$ cat config.mk
export PLATFORM = sky130hd
export DESIGN_NAME = motor_cmd_framer
export DESIGN_NICKNAME = d
export VERILOG_FILES = /design/src/rtl/motor_cmd_framer_pkg.sv /design/src/rtl/motor_cmd_framer_status_rx.sv /design/src/rtl/motor_cmd_framer.sv
export SDC_FILE = /design/constraint.sdc
export NUM_CORES = 1
export LEC_CHECK = 0
export CORE_UTILIZATION = 30
export CTS_BUF_LIST = sky130_fd_sc_hd__clkbuf_4 sky130_fd_sc_hd__clkbuf_8
export CTS_CLUSTER_SIZE = 10
export DETAILED_ROUTE_END_ITERATION = 10
export PLACE_DENSITY = 0.54
export SLEW_MARGIN = 20
export SYNTH_ARGS = -nofsm -noshare
export SYNTH_HDL_FRONTEND = slang
export SYNTH_HIERARCHICAL = 1
export SYNTH_SLANG_ARGS = --single-unit
$ cat constraint.sdc
create_clock -name CLK -period 5.2 [get_ports CLK]
set_clock_uncertainty 0.1 [all_clocks]
set_input_delay 0.78 -clock CLK [delete_from_list [all_inputs] [get_ports CLK]]
set_output_delay 0.78 -clock CLK [all_outputs]
set_load 0.01 [all_outputs]
$ cat src/rtl/motor_cmd_framer_pkg.sv
// ============================================================================
// Module   : motor_cmd_pkg
// Brief    : Shared constants, FSM encoding and frame byte selection for the
//            motor command framer. MOTOR_CMD_FRAMER_CHECKSUM_EN adds byte 5.
// Revision : 1.0 - initial release
// ============================================================================
`default_nettype none

package motor_cmd_pkg;

  localparam int FRAME_LEN_BASE = 5;

  // Status byte layout
  localparam int PART_BIT = 7;
  localparam int RSVD_MSB = 6;
  localparam int RSVD_LSB = 5;
  localparam int MASK_LSB = 0;
  localparam int MASK_W   = 5;

  typedef enum logic [2:0] {
    IDLE      = 3'd0,
    WAIT_SLOT = 3'd1,
    START     = 3'd2,
    HOLD      = 3'd3,
    DRAIN     = 3'd4
  } framerState_t;

  function automatic logic rsvdClear(input logic [7:0] statusByte);
    return (statusByte[RSVD_MSB:RSVD_LSB] == 2'b00);
  endfunction

  // Byte 5 is the XOR checksum; it is only reached when the frame is 6 long.
  function automatic logic [7:0] frameByte(input logic [3:0]  motor,
                                           input logic [31:0] word,
                                           input logic [2:0]  idx);
    logic [7:0] hdr;
    hdr = {4'h0, motor};
    case (idx)
      3'd0:    frameByte = hdr;
      3'd1:    frameByte = word[7:0];
      3'd2:    frameByte = word[15:8];
      3'd3:    frameByte = word[23:16];
      3'd4:    frameByte = word[31:24];
      3'd5:    frameByte = hdr ^ word[7:0] ^ word[15:8] ^ word[23:16] ^ word[31:24];
      default: frameByte = 8'h00;
    endcase
  endfunction

endpackage

`default_nettype wire

$ cat src/rtl/motor_cmd_framer_status_rx.sv
// ============================================================================
// Module   : motor_status_rx
// Brief    : Decodes CPLD status bytes into the per-motor slot-occupied mask,
//            with stale-bit protection against status already in flight.
// Revision : 1.0 - initial release
// ============================================================================
`default_nettype none

module motor_status_rx
  import motor_cmd_pkg::*;
#(
  parameter int NUM_MOTORS = 10
) (
  input  logic                  CLK,
  input  logic                  reset,
  input  logic                  rx_ready,
  input  logic [7:0]            rx_data,
  input  logic                  setEn,
  input  logic [3:0]            setMotor,
  output logic [NUM_MOTORS-1:0] pending,
  output logic                  status_valid,
  output logic                  status_err
);

  logic                  r_rxReadyQ;
  logic [NUM_MOTORS-1:0] r_stale;
  logic                  w_rise;
  logic                  w_fmtOk;
  logic                  w_part;
  logic [MASK_W-1:0]     w_mask;
  logic [NUM_MOTORS-1:0] w_nextPending;
  logic [NUM_MOTORS-1:0] w_nextStale;

  assign w_rise  = rx_ready & ~r_rxReadyQ;
  assign w_fmtOk = rsvdClear(rx_data);
  assign w_part  = rx_data[PART_BIT];
  assign w_mask  = rx_data[MASK_LSB +: MASK_W];

  // A completed frame overrides any status merge for its own motor.
  always_comb begin
    w_nextPending = pending;
    w_nextStale   = r_stale;
    for (int i = 0; i < NUM_MOTORS; i++) begin
      if (w_rise && w_fmtOk && (i < 2 * MASK_W) && (w_part == (i >= MASK_W))) begin
        if (r_stale[i]) begin
          w_nextStale[i] = 1'b0;
        end else begin
          w_nextPending[i] = w_mask[i % MASK_W];
        end
      end
      if (setEn && (4'(i) == setMotor)) begin
        w_nextPending[i] = 1'b1;
        w_nextStale[i]   = 1'b1;
      end
    end
  end

  always_ff @(posedge CLK or posedge reset) begin
    if (reset) begin
      r_rxReadyQ   <= 1'b0;
      r_stale      <= '0;
      pending      <= '1;
      status_valid <= 1'b0;
      status_err   <= 1'b0;
    end else begin
      r_rxReadyQ   <= rx_ready;
      r_stale      <= w_nextStale;
      pending      <= w_nextPending;
      status_valid <= w_rise & w_fmtOk;
      status_err   <= w_rise & ~w_fmtOk;
    end
  end

endmodule

`default_nettype wire

$ cat src/rtl/motor_cmd_framer.sv
// ============================================================================
// Module   : motor_cmd_framer
// Brief    : Serialises motor commands into UART frames, holding each frame
//            until the CPLD reports the target slot free.
//            Define MOTOR_CMD_FRAMER_CHECKSUM_EN for a 6-byte frame with XOR.
// Revision : 1.0 - initial release
// ============================================================================
`default_nettype none

module motor_cmd_framer
  import motor_cmd_pkg::*;
#(
  parameter int NUM_MOTORS = 10,
  parameter int DIV_W      = 15,
  parameter int STEP_W     = 17,
  parameter int START_TO   = 4
) (
  input  logic                  CLK,
  input  logic                  reset,
  input  logic                  cmd_valid,
  output logic                  cmd_ready,
  input  logic [3:0]            cmd_motor,
  input  logic [DIV_W-1:0]      cmd_divider,
  input  logic [STEP_W-1:0]     cmd_steps,
  output logic                  cmd_err,
  output logic                  frame_done,
  output logic [7:0]            tx_data,
  output logic                  tx_start,
  input  logic                  tx_busy,
  input  logic [7:0]            rx_data,
  input  logic                  rx_ready,
  output logic [NUM_MOTORS-1:0] pending,
  output logic                  status_valid,
  output logic                  status_err
);

`ifdef MOTOR_CMD_FRAMER_CHECKSUM_EN
  localparam int c_frameLen = FRAME_LEN_BASE + 1;
`else
  localparam int c_frameLen = FRAME_LEN_BASE;
`endif
  localparam logic [2:0]     c_lastIdx   = 3'(c_frameLen - 1);
  localparam logic [4:0]     c_numMotors = 5'(NUM_MOTORS);
  localparam int             c_toW       = (START_TO > 1) ? $clog2(START_TO) : 1;
  localparam logic [c_toW-1:0] c_toLast  = c_toW'(START_TO - 1);

  framerState_t     r_state;
  logic [3:0]       r_motor;
  logic [31:0]      r_word;
  logic [2:0]       r_byteIdx;
  logic [c_toW-1:0] r_toCnt;
  logic             w_badIdx;
  logic             w_lastByte;
  logic             w_frameEnd;

  assign w_badIdx   = ({1'b0, cmd_motor} >= c_numMotors);
  assign w_lastByte = (r_byteIdx == c_lastIdx);
  assign w_frameEnd = (r_state == DRAIN) && !tx_busy && w_lastByte;

  motor_status_rx #(
    .NUM_MOTORS (NUM_MOTORS)
  ) u_statusRx (
    .CLK          (CLK),
    .reset        (reset),
    .rx_ready     (rx_ready),
    .rx_data      (rx_data),
    .setEn        (w_frameEnd),
    .setMotor     (r_motor),
    .pending      (pending),
    .status_valid (status_valid),
    .status_err   (status_err)
  );

  // tx_start/tx_data are loaded on the edge that enters START so the strobe
  // is exactly the START cycle.
  always_ff @(posedge CLK or posedge reset) begin
    if (reset) begin
      r_state    <= IDLE;
      r_motor    <= '0;
      r_word     <= '0;
      r_byteIdx  <= '0;
      r_toCnt    <= '0;
      cmd_ready  <= 1'b0;
      cmd_err    <= 1'b0;
      frame_done <= 1'b0;
      tx_start   <= 1'b0;
      tx_data    <= 8'h00;
    end else begin
      cmd_err    <= 1'b0;
      frame_done <= 1'b0;
      tx_start   <= 1'b0;
      case (r_state)
        IDLE: begin
          cmd_ready <= 1'b1;
          if (cmd_valid && cmd_ready) begin
            cmd_ready <= 1'b0;
            if (w_badIdx) begin
              cmd_err <= 1'b1;
            end else begin
              r_motor   <= cmd_motor;
              r_word    <= {cmd_steps, cmd_divider};
              r_byteIdx <= 3'd0;
              r_state   <= WAIT_SLOT;
            end
          end
        end
        WAIT_SLOT: begin
          if (!pending[r_motor] && !tx_busy) begin
            tx_start <= 1'b1;
            tx_data  <= frameByte(r_motor, r_word, r_byteIdx);
            r_state  <= START;
          end
        end
        START: begin
          r_toCnt <= '0;
          r_state <= HOLD;
        end
        HOLD: begin
          if (tx_busy || (r_toCnt == c_toLast)) begin
            r_state <= DRAIN;
          end else begin
            r_toCnt <= r_toCnt + 1'b1;
          end
        end
        DRAIN: begin
          if (!tx_busy) begin
            if (w_lastByte) begin
              frame_done <= 1'b1;
              cmd_ready  <= 1'b1;
              r_state    <= IDLE;
            end else begin
              r_byteIdx <= r_byteIdx + 3'd1;
              tx_start  <= 1'b1;
              tx_data   <= frameByte(r_motor, r_word, r_byteIdx + 3'd1);
              r_state   <= START;
            end
          end
        end
        default: r_state <= IDLE;
      endcase
    end
  end

endmodule

`default_nettype wire

==> metrics.yaml <==
tightest_slew_ns: 1.07
initial_utilization: 0.308
hpwlAfterDp_um: 7750
clk_path_buf_depth: 2
grt_max_degree: 57
total_power_mw: 3.15
ys_types: 63
post_drt_wl_per_cell_um: 17.0
numCtsBuffers: 9
status: "finished, final reports clean"
hold_start: "u_statusRx/r_rxReadyQ"
critPathRequiredTime_ns: 5.39
antenna_found_initial: 0
post-route-period-util: 0.620
fmax_mhz: 310
gr-total-overflow: 0
vias: 3427
portBuffers: 72
hold_viol_final: 0
worstSetupPathType: "reg -> reg"
core-area_um2: 14500
syn_inst: 393
drtPass1Iterations: 7
die-area_um2: 15400
die_w_um: 124
critPathMaxFanout: 29
syn-num-nets: 449
tns_ns: 0
postCtsHoldBufs: 0
finalWirelength_um: 10900
setup.worst_path.start_class: "flip-flop"
rsz0062_at_grt: "no"
ys_ff_latch: 79
avgViaCountPerCell: 5.36
async_reset_ff_frac: 1.00
layout_common_cells: "clkdlybuf4s50_1 (72), dfrtp_1 (69), mux2_2 (37)"
ys_seq_area_frac: 0.444
drt_iter0_drc: 255
layout_min_cycle_time_ns: 3.22
cts_resized: 0
final_util: 0.379
layout_commonest_cell: "clkdlybuf4s50_1"
fp.dieH_um: 124
p_leak_nw: 2.27
grt.total_usage: 0.149
holdCritPathClass: "reg -> reg"
diodes: 0
clk_pin_slew_ns: 0.09
clock-root-buffer: "clkbuf_8"
drive_gt1_frac: 0.193
finalSetupViolCount: 0
pin_count: 73
ys.flop_type: "dfrtp_1"
cts.sinks: 79
grt_first_pass_wirelength_um: 18400
route.detailed.drc: 0
post-cts-setup-buffer-count: 0
nets: 506
critPathArrivalTime_ns: 3.41
ys_warn_count: 6
syn_to_final_growth_pct: 23.1
postRouteAntennaNets: 0
stdcell_area_um2: 5520
place_congestion: 0.794
maxCapViolations: 0
relSlewSlack: 0.288
powerDensity_nw_per_um2: 571
finalMaxSlewViolations: 0
grt_pass1_vias: 3432
ir_drop_mv: 0.182
clk_latency_ns: 0.38
fp-row-count: 44
synth-edff-count: 0
r2r-start: "r_byteIdx[0]"
netlist_area_um2: 4480
dpl_cell_area_um2: 5280
avgSynthCellArea_um2: 11.4
crit_path_end_kind: "flip-flop"
cts_tree: "yes"
worstSetupStartpoint: "r_byteIdx[0]"
r2r_slack_ns: 1.98
cts_max_level: 3
## Yosys cell counts (5+ instances only)
library cell | count | area (µm²)
a22o_1 | 6 | 52.6
nor2_1 | 16 | 60.1
buf_2 | 6 | 30.0
nand2_1 | 35 | 131
a22oi_1 | 8 | 60.1
mux2_2 | 37 | 417
xor2_1 | 8 | 70.1
xnor3_1 | 8 | 180
a221oi_1 | 9 | 78.8
o311ai_1 | 10 | 87.6
o31ai_1 | 5 | 37.5
mux2i_1 | 7 | 70.1
a31oi_1 | 9 | 56.3
inv_1 | 14 | 52.6
ha_1 | 7 | 87.6
dfrtp_1 | 69 | 1730
clkbuf_1 | 15 | 56.3
o21ai_0 | 18 | 90.1
dfstp_2 | 10 | 263
a222oi_1 | 9 | 90.1
xnor2_1 | 8 | 70.1
## path summary, 6_finish.rpt
kind | cells past startpoint | end
min in group asynchronous | 3 | r_word[18]
max | 7 | u_statusRx/pending[0]
min | 1 | u_statusRx/status_err
max reg2reg | 7 | u_statusRx/pending[0]
max in group asynchronous | 2 | u_statusRx/r_stale[9]
min reg2reg | 1 | u_statusRx/status_err
## metrics by stage
| stage | std cells | hold WS [ns] | setup WS, ns |
|---|---|---|---|
| 3_5_place_dp | 623 | 0.321 | 1.92 |
| 6_report | 639 | 0.332 | 1.98 |
| 3_3_place_gp | 623 | 0.307 | 1.78 |
| 4_1_cts | 639 | 0.335 | 2.05 |
| 5_1_grt | 639 | 0.361 | 1.69 |
| 2_1_floorplan | 393 | 0.300 | 2.82 |
## cells by family after synthesis
family / synth area share
simple gates: 0.105
compound gates: 0.182
mux: 0.127
fa+ha+maj: 0.0195
buf+inv: 0.0508
xor+xnor: 0.0715
flops: 0.444
## worst max-delay path: stages, from the launching register on
cell      delay (ns)
dfrtp_1         0.44
inv_1           0.13
ha_1            0.88
nand2_1         0.36
nor3_1          0.37
nor3b_1         0.54
nand2_1         0.19
o311ai_1        0.13
## sequential cells by signal (all words and copies together) (netlist names)
signal                   flops
r_word                      32
u_statusRx/pending          10
u_statusRx/r_stale          10
tx_data                      8
r_motor                      4
r_byteIdx                    3
r_state                      3
r_toCnt                      2
cmd_err                      1
cmd_ready                    1
frame_done                   1
tx_start                     1
u_statusRx/r_rxReadyQ        1
u_statusRx/status_err        1
u_statusRx/status_valid      1
## layout make-up
cell class	instances	area, µm²
Fill cell	1408	9020
Timing Repair Buffer	73	728
Inverter	15	68.8
Multi-Input combinational cell	272	2270
Tap cell	184	230
Clock inverter	6	93.8
Clock buffer	10	138
Sequential cell	79	1990
## power breakdown
part | internal [mW] | total, mW | switching [mW] | leakage [nW]
Clock | 0.286 | 0.527 | 0.241 | 0.113
Sequential | 0.855 | 1.17 | 0.318 | 0.974
Combinational | 0.821 | 1.45 | 0.629 | 1.18
Total | 1.96 | 3.15 | 1.19 | 2.27
## per-layer routing
layer	global-route usage	part of all wire	wire [µm]	up-vias
li1	-	-	-	1601
met1	0.212	0.49	5300	1706
met2	0.219	0.45	4850	105
met3	0.0276	0.045	491	15
met4	0.0652	0.021	224	0
met5	0	0	0	-
(Power assumes the default switching activity.)
